<file path="src/rtl/kiscv_alu.sv">
// RV32I ALU and branch comparator; optional output register via `ALU_OUTREG_EN.
// Latency: 0 cycles (combinational) by default, 1 cycle with `ALU_OUTREG_EN.
// Backpressure: none; a new result is produced every cycle.
module kiscv_alu (
  input  logic        clk,
  input  logic        rts,
  input  logic [3:0]  alu_op,
  input  logic [31:0] a,
  input  logic [31:0] b,
  output logic [31:0] alu_out,
  output logic        cmp_flag
);

  logic               alt;
  logic [2:0]         funct3;
  logic [4:0]         shamt;
  logic               lt_s;
  logic               lt_u;
  logic               eq;
  logic signed [31:0] sra_res;
  logic [31:0]        res_nxt;
  logic               flag_nxt;

  assign alt     = alu_op[3];
  assign funct3  = alu_op[2:0];
  assign shamt   = b[4:0];
  assign lt_s    = $signed(a) < $signed(b);
  assign lt_u    = a < b;
  assign eq      = (a == b);
  assign sra_res = $signed(a) >>> shamt;

  always_comb begin
    res_nxt = 32'h0;
    case (funct3)
      3'b000:  res_nxt = alt ? (a - b) : (a + b);
      3'b001:  res_nxt = a << shamt;
      3'b010:  res_nxt = {31'b0, lt_s};
      3'b011:  res_nxt = {31'b0, lt_u};
      3'b100:  res_nxt = a ^ b;
      3'b101:  res_nxt = alt ? sra_res : (a >> shamt);
      3'b110:  res_nxt = a | b;
      3'b111:  res_nxt = a & b;
      default: res_nxt = 32'h0;
    endcase
  end

  // bit 3 carries a branch-immediate bit for branches, so only funct3 selects the condition
  always_comb begin
    flag_nxt = 1'b0;
    case (funct3)
      3'b000:  flag_nxt = eq;
      3'b001:  flag_nxt = ~eq;
      3'b100:  flag_nxt = lt_s;
      3'b101:  flag_nxt = ~lt_s;
      3'b110:  flag_nxt = lt_u;
      3'b111:  flag_nxt = ~lt_u;
      default: flag_nxt = 1'b0;
    endcase
  end

`ifdef ALU_OUTREG_EN
  always_ff @(posedge clk) begin
    if (rts) begin
      alu_out  <= 32'h0;
      cmp_flag <= 1'b0;
    end else begin
      alu_out  <= res_nxt;
      cmp_flag <= flag_nxt;
    end
  end
`else
  // clk/rts stay on the port list for drop-in compatibility with the registered build
  logic unused_clk_rts;
  assign unused_clk_rts = ^{clk, rts};

  assign alu_out  = res_nxt;
  assign cmp_flag = flag_nxt;
`endif

endmodule

</file>
<file path="config.mk">
export PLATFORM = sky130hd
export DESIGN_NAME = kiscv_alu
export DESIGN_NICKNAME = d
export VERILOG_FILES = /design/src/rtl/kiscv_alu.sv
export SDC_FILE = /design/constraint.sdc
export NUM_CORES = 1
export LEC_CHECK = 0
export CAP_MARGIN = 10
export CORE_MARGIN = 1.5
export CORE_UTILIZATION = 61
export DETAILED_ROUTE_END_ITERATION = 16
export PLACE_DENSITY_LB_ADDON = 0.12
export SYNTH_ARGS = -nofsm -noshare
export SYNTH_HDL_FRONTEND = slang
export SYNTH_SLANG_ARGS = --single-unit
</file>
<file path="constraint.sdc">
create_clock -name vclk -period 6.11
set_clock_uncertainty 0.15 [all_clocks]
set_input_delay 1.222 -clock vclk [all_inputs]
set_output_delay 1.222 -clock vclk [all_outputs]
set_load 0.02 [all_outputs]
</file>
# Word level (Yosys, flattened, before mapping)
# Index checks and enable logic that the tools add are counted.
# op_classes
shift,3
addsub,2
eq_ne,8
bitwise,6
n_lt_le_gt_ge,2
muxes,4
n_reduce_logical,1
# ops
cell,count
case mux 32 bit (8 select lines),1
less-than comparator 32 bit,2
two-way mux 32 bit,2
adder 32 bit,1
AND 32 bit,1
equality test 32 bit,1
bitwise OR 32 bit,1
<< shifter 32 x 5 -> 32 bit,1
right shift 32 x 5 -> 32 bit,1
>>> shifter 32 x 5 -> 32 bit,1
subtractor 32 bit,1
XOR 32 bit,1
equality test 3 bit (second input constant),4
equality test 3 x 2 -> 1 bit (second input constant),2
case mux 1 bit (6 select lines),1
equality test 3 x 1 -> 1 bit (second input constant),1
logical NOT 3 bit,1
NOT 1 bit,3
# totals
ff_bits,0

# Depth between registers and ports, before layout
# Gate-level depths: netlist of run 1.
# depth
depth_word,3
depth_mapped,14

# Least setup slack after synthesis of run 1
# OpenSTA, ideal clock, no wires.
# synth_path
kind,input-to-output
start,input b[2]
end,output alu_out[26]
path_buffers,2
path_stages,13
t_required_ns,4.738
slack_ns,0.537
t_arrival_ns,4.201
cell_sequence,clkinv_1 -> buf_1 -> clkbuf_1 -> ha_1 -> nor2b_1 -> o31a_1 -> a21oi_1 -> o31ai_4 -> a21oi_2 -> o21a_1 -> o221ai_1 -> xnor2_1 -> o221ai_1
# synth_via
elab_chain_cells,3
elab_cells_between_ends,8
classes_between,add/sub (2); shift (3); mux (3)
# synth_lines
item,line_no,rtl
start: declaration,9,"input logic [31:0] b,"
adder 32 bit (tied with other cells),35,3'b000: res_nxt = alt ? (a - b) : (a + b);
two-way mux 32 bit (on tied branches),"35, 40",
case mux 32 bit (8 select lines) (*),34,case (funct3)
end: declaration,10,"output logic [31:0] alu_out,"
# Mark *: on every way between the ends. The rest lies on a longest branch, timed or not.

# Final worst setup path of run 1
# layout_path
start,input a[13]
end,output cmp_flag
# layout_via
elab_chain_cells,3
elab_cells_between_ends,7
classes_between,order compare (2); eq/ne (1); mux (1); bitwise (3)
# layout_lines
item,line_no,rtl
start: declaration,8,"input logic [31:0] a,"
less-than comparator 32 bit (tied with other cells),28,assign lt_u = a < b;
NOT 1 bit (on tied branches),"56, 52, 54",
case mux 1 bit (6 select lines) (*),50,case (funct3)
end: declaration,11,output logic cmp_flag
# Marked as above.

==> flow_summary.yaml, run 1 <==
synthesis:
  synth_top_area_cell: "ha_1"
  synth_nets: 1491
  ys_seq_area_share_pct: 0
  netlist_top_cells_area: "ha_1 (14%), mux4_2 (10%), o21ai_0 (7.4%)"
  synthAdderAreaFrac_pct: 14.04
  ys_warn_count: 0
  synth_top_family_by_area: "compound AO/OA/AOI/OAI gates"
  synthTopCellsByCount: "nor2_1 (138), o21ai_0 (132), a21oi_1 (108), inv_1 (104), nand2_1 (101)"
  syn_avg_cell_area_um2: 6.755
  muxShareOfSynthArea_pct: 18.33
  yosysTopAreaCellShare_pct: 13.59
  synth_compound_area_share_pct: 35.14
  synth_most_common_cell: "nor2_1"
  synth_simple_gate_area_share_pct: 19.21
  syn_inst: 1322
  synth_xor_area_share_pct: 2.942
  synthesis.area_um2: 8930
  synth.distinct_cells: 80
timing:
  layout_min_cycle_time_ps: 6018
  finalHoldViolCount: 0
  post-route-period-util_pct: 98.49
  slew_headroom_pct: 43.42
  fmax_mhz: 166.2
  tightest_slew_ps: 839.8
  finalSetupViolCount: 0
  drv_slew: 0
power:
  clkPwrFrac_pct: 0
  powerDensity_nw_per_um2: 104.8
  power.leakage_nw: 4.882
  p_int_uw: 465.1
  ir_drop_v: 0.00006143
  power.switching_uw: 674.4
  seqPwrFrac_pct: 0
  p_comb_share_pct: 100.0
  sw_frac_of_total_pct: 59.18
drt:
  vias: 11710
  avgRoutedWirePerCell_um: 23.42
  dr.first_iter.drc_count: 1825
  totalWireLength_um: 38550
  vias_per_cell: 7.113
  antenna_left: 0
  dr.pass1.iters: 7
  drt_drc_violations_left: 0
worst_setup_path:
  cp_data_arrival_time_ps: 4650
  cp_max_fo: 4
  setup.worst_path.start_class: "primary input"
  end_kind: "output port"
  required_ps: 4740
  path_class: "in2out"
floorplanning:
  core-area_um2: 14420
  die_h_um: 124.0
  start_util_pct: 61.91
  io_pins: 103
  rows: 44
  design.die.area_um2: 15370
  fp.dieW_um: 124.0
placement:
  placed_area_um2: 10790
  hpwlAfterDp_um: 30390
  port_buffers: 101
  gp_congestion: 1.095
  dp.cells: 1646
layout:
  diodes: 0
  stdcell_count: 1646
  seq_cells: 0
  finalNetCount: 1633
  multi_input_area_um2: 8069
  syn_to_final_growth_pct: 21.72
  drive_gt1_share_pct: 17.17
  ff_latch_area_um2: 0
  postLayoutCellArea_um2: 10870
  fillerInstances: 1204
  n_clock_buffer: 0
clock_tree:
  cts_resized: 13
  cts_setup_buffers: 0
  cts_hold_buf: 0
run:
  drv_cap: 0
global_route:
  grt_overflow_total: 0
  grtUsageTotal_pct: 48.27
  antenna_found_initial: 1
  grt_pass1_vias: 10150
  grt_max_degree: 85
  grt_pass1_wl_um: 56640
hold_path:
  hp-class: "in2out"
status:
  outcome: "finished clean"
-- routing by layer --
layer / part of all wire (%) / GRT usage, %
met2: 42 / 73.48
met5: 0.034 / 0
met3: 16 / 17.17
met1: 37 / 64.46
met4: 4.5 / 13.57
-- logic make-up (layout without fill, tap and decap cells) --
| kind of cell | count (synthesis) | after routing |
|---|---|---|
| compound gates | 480 | 480 |
| xor+xnor | 30 | 30 |
| fa+ha+maj | 99 | 99 |
| buf+inv | 224 | 364 |
| mux | 112 | 112 |
| simple gates | 377 | 377 |
-- stage by stage --
stage	setup TNS, ps	total power, mW	util [%]	hold slack [ps]	setup WS [ps]
detailed placement	-655.2	1.087	74.82	3309	-107.9
global placement	-373.8	1.075	74.82	3317	-115.1
CTS	0	1.085	74.75	3097	2.032
floorplan	0	0.6654	-	2737	537.2
finish	0	1.139	75.36	3149	92.40
global route	-54.20	1.197	75.36	3143	-42.69
-- path summary, 6_finish.rpt --
path	end	start	cells past startpoint	slack, ps
setup / recovery	cmp_flag	a[13]	13	90
hold / removal	cmp_flag	alu_op[0]	4	3150
-- placed cells by master, fill, tap and decap left out, drive strengths merged, types with 12 or more instances in the layout --
cell type      count
o21ai            161
buf              156
nor2             138
inv              112
a21oi            111
nand2            101
ha                97
clkdlybuf4s50     73
mux2i             60
nor3              41
mux4              40
o211ai            27
nand3             25
xnor2             25
a221oi            21
o31ai             18
a211oi            16
or3               15
nand2b            14
a22oi             14
mux2              12
-- final cells by class --
class                           count  area share (%)
Tap cell                          184           2.118
Multi-Input combinational cell   1098           74.24
Timing Repair Buffer              252           19.78
Inverter                          112           3.868
-- worst max-delay path, cell delays in order --
cell	delay, ps
clkdlybuf4s50_1	610
inv_1	120
ha_1	360
or4_4	560
nor3_2	150
a21boi_2	210
a211o_1	170
o21ai_2	110
a21oi_2	190
o21ai_1	140
xnor2_1	150
o21ai_1	270
dlygate4sd2_1	380
-- power groups by stage --
stage	registers, mW	clock network, mW	logic (mW)
CTS	0	0	1.09
floorplan	0	0	0.665
detailed placement	0	0	1.09
global placement	0	0	1.07
global route	0	0	1.20
finish	0	0	1.14
No activity file was read; power rests on OpenSTA's default activity.
==> run 2, diff against run 1 <==
--- a/config.mk
+++ b/config.mk
@@ -5,6 +5,7 @@
 export SDC_FILE = /design/constraint.sdc
 export NUM_CORES = 1
 export LEC_CHECK = 0
+export ABC_CLOCK_PERIOD_IN_PS = 6110
 export CAP_MARGIN = 10
 export CORE_MARGIN = 1.5
 export CORE_UTILIZATION = 61
==> results of run 2 <==
No change in the layout: final DEF, timing and power equal those of run 1.
==> run 3, diff against run 2 <==
--- a/config.mk
+++ b/config.mk
@@ -8,7 +8,7 @@
 export ABC_CLOCK_PERIOD_IN_PS = 6110
 export CAP_MARGIN = 10
 export CORE_MARGIN = 1.5
-export CORE_UTILIZATION = 61
+export CORE_UTILIZATION = 55
 export DETAILED_ROUTE_END_ITERATION = 16
 export PLACE_DENSITY_LB_ADDON = 0.12
 export SYNTH_ARGS = -nofsm -noshare
==> flow_summary.yaml, run 3 (synthesis gave the netlist of run 1 again) <==
drt:
  drt_drc_violations_left: 0
  antenna_left: 0
  dr.first_iter.drc_count: 1715
  vias_per_cell: 6.960
  vias: 11650
  totalWireLength_um: 39910
  avgRoutedWirePerCell_um: 23.84
  dr.pass1.iters: 8
layout:
  final_cell_mix: "buf_4 (144), nor2_1 (138), o21ai_0 (130)"
  postLayoutCellArea_um2: 10880
  n_clock_buffer: 0
  final_common_cell: "buf_4"
  fin_util_pct: 68.51
  diodes: 0
  seq_cells: 0
  finalNetCount: 1629
  syn_to_final_growth_pct: 21.87
  stdcell_count: 1674
  drive_gt1_share_pct: 16.39
  ff_latch_area_um2: 0
placement:
  gp_congestion: 1.103
  hpwlAfterDp_um: 31400
  dp.cells: 1674
  port_buffers: 101
  placed_area_um2: 10820
  pre_cts_ws_ps: -108.0
worst_setup_path:
  cpMostUsedCell: "clkdlybuf4s50_1"
  cp_top_family: "buffers and inverters"
  required_ps: 4740
  end_kind: "output port"
  path_class: "in2out"
  setup.worst_path.start_class: "primary input"
  worstPathCellList: "clkdlybuf4s50_1 > inv_1 > ha_1 > or4_4 > nor3_2 > and2_1 > a211o_1 > or2_1 > a21oi_1 > xnor2_1 > o21ai_1 > clkdlybuf4s50_1"
  cp_data_arrival_time_ps: 4670
  worst_path_max_delay_cell: "clkdlybuf4s50_1"
  max_stage_delay_ps: 650
  crit_buf_inv: 3
  cp_max_fo: 3
  crit_cells: 12
status:
  outcome: "finished clean"
power:
  ir_drop_v: 0.00007404
  clkPwrFrac_pct: 0
  p_comb_share_pct: 100.0
  power.leakage_nw: 4.890
  power.switching_uw: 677.9
  powerDensity_nw_per_um2: 104.9
  p_int_uw: 463.5
  sw_frac_of_total_pct: 59.39
  power.total_mw: 1.141
  seqPwrFrac_pct: 0
floorplanning:
  rows: 46
  fp.dieW_um: 130.4
  io_pins: 103
  core-area_um2: 15890
  start_util_pct: 56.21
  die_h_um: 130.4
  design.die.area_um2: 17010
global_route:
  grt_max_degree: 68
  antenna_found_initial: 1
  grt_overflow_total: 0
  grt_pass1_wl_um: 59310
  grtUsageTotal_pct: 45.47
  grt_pass1_vias: 10310
timing:
  fin_hold_ws_ps: 3172
  fin_tns_setup_ps: 0
  drv_slew: 0
  fmax_mhz: 165.5
  post-route-period-util_pct: 98.90
  tightest_slew_ps: 767.7
  setup_ws_ps: 67.14
  layout_min_cycle_time_ps: 6043
  finalSetupViolCount: 0
  slew_headroom_pct: 48.82
  finalHoldViolCount: 0
clock_tree:
  cts_setup_buffers: 0
hold_path:
  hold_depth: 4
  hp-class: "in2out"
run:
  drv_cap: 0
## run 3: changes by cell type in the layout (fill, tap and decap cells not counted), sizes merged
| cell | previous run | this run |
|---|---|---|
| buf | 156 | 152 |
| dlymetal6s2s | 11 | 13 |
| dlygate4sd2 | 9 | 7 |
| clkdlybuf4s15 | 2 | 0 |
| clkdlybuf4s50 | 73 | 75 |
## run 3: final timing paths
kind,slack (ps),to,from
min,3170,alu_out[0],alu_op[1]
max,70,alu_out[16],a[13]
## run 3: final cells by class
type / instances / area, um^2
multi-input combinational: 1098 / 8038
timing repair buffer: 248 / 2155
tap: 216 / 270.3
inverter: 112 / 420.4
fill: 1453 / 5002
## run 3: power by group through the flow
stage                     Combinational, mW  Sequential [mW]  Clock [mW]
after floorplan                       0.665                0           0
after global placement                 1.08                0           0
after detailed placement               1.09                0           0
after CTS                              1.10                0           0
after global routing                   1.20                0           0
final                                  1.14                0           0
## run 3: per-layer routing
layer | track usage (%) | up-vias | share of wire [%]
met4 | 15.97 | 0 | 4.6
met3 | 13.48 | 168 | 15
met2 | 68.67 | 929 | 42
met1 | 61.64 | 5425 | 38
met5 | 0 | - | 0
li1 | - | 5129 | -
## run 3: what timing repair did
item / CTS / global route
gates resized for setup: 9 / 21
setup endpoints to repair: 10 / 20
hold buffers: 0 / 0
pin swaps: 0 / 1
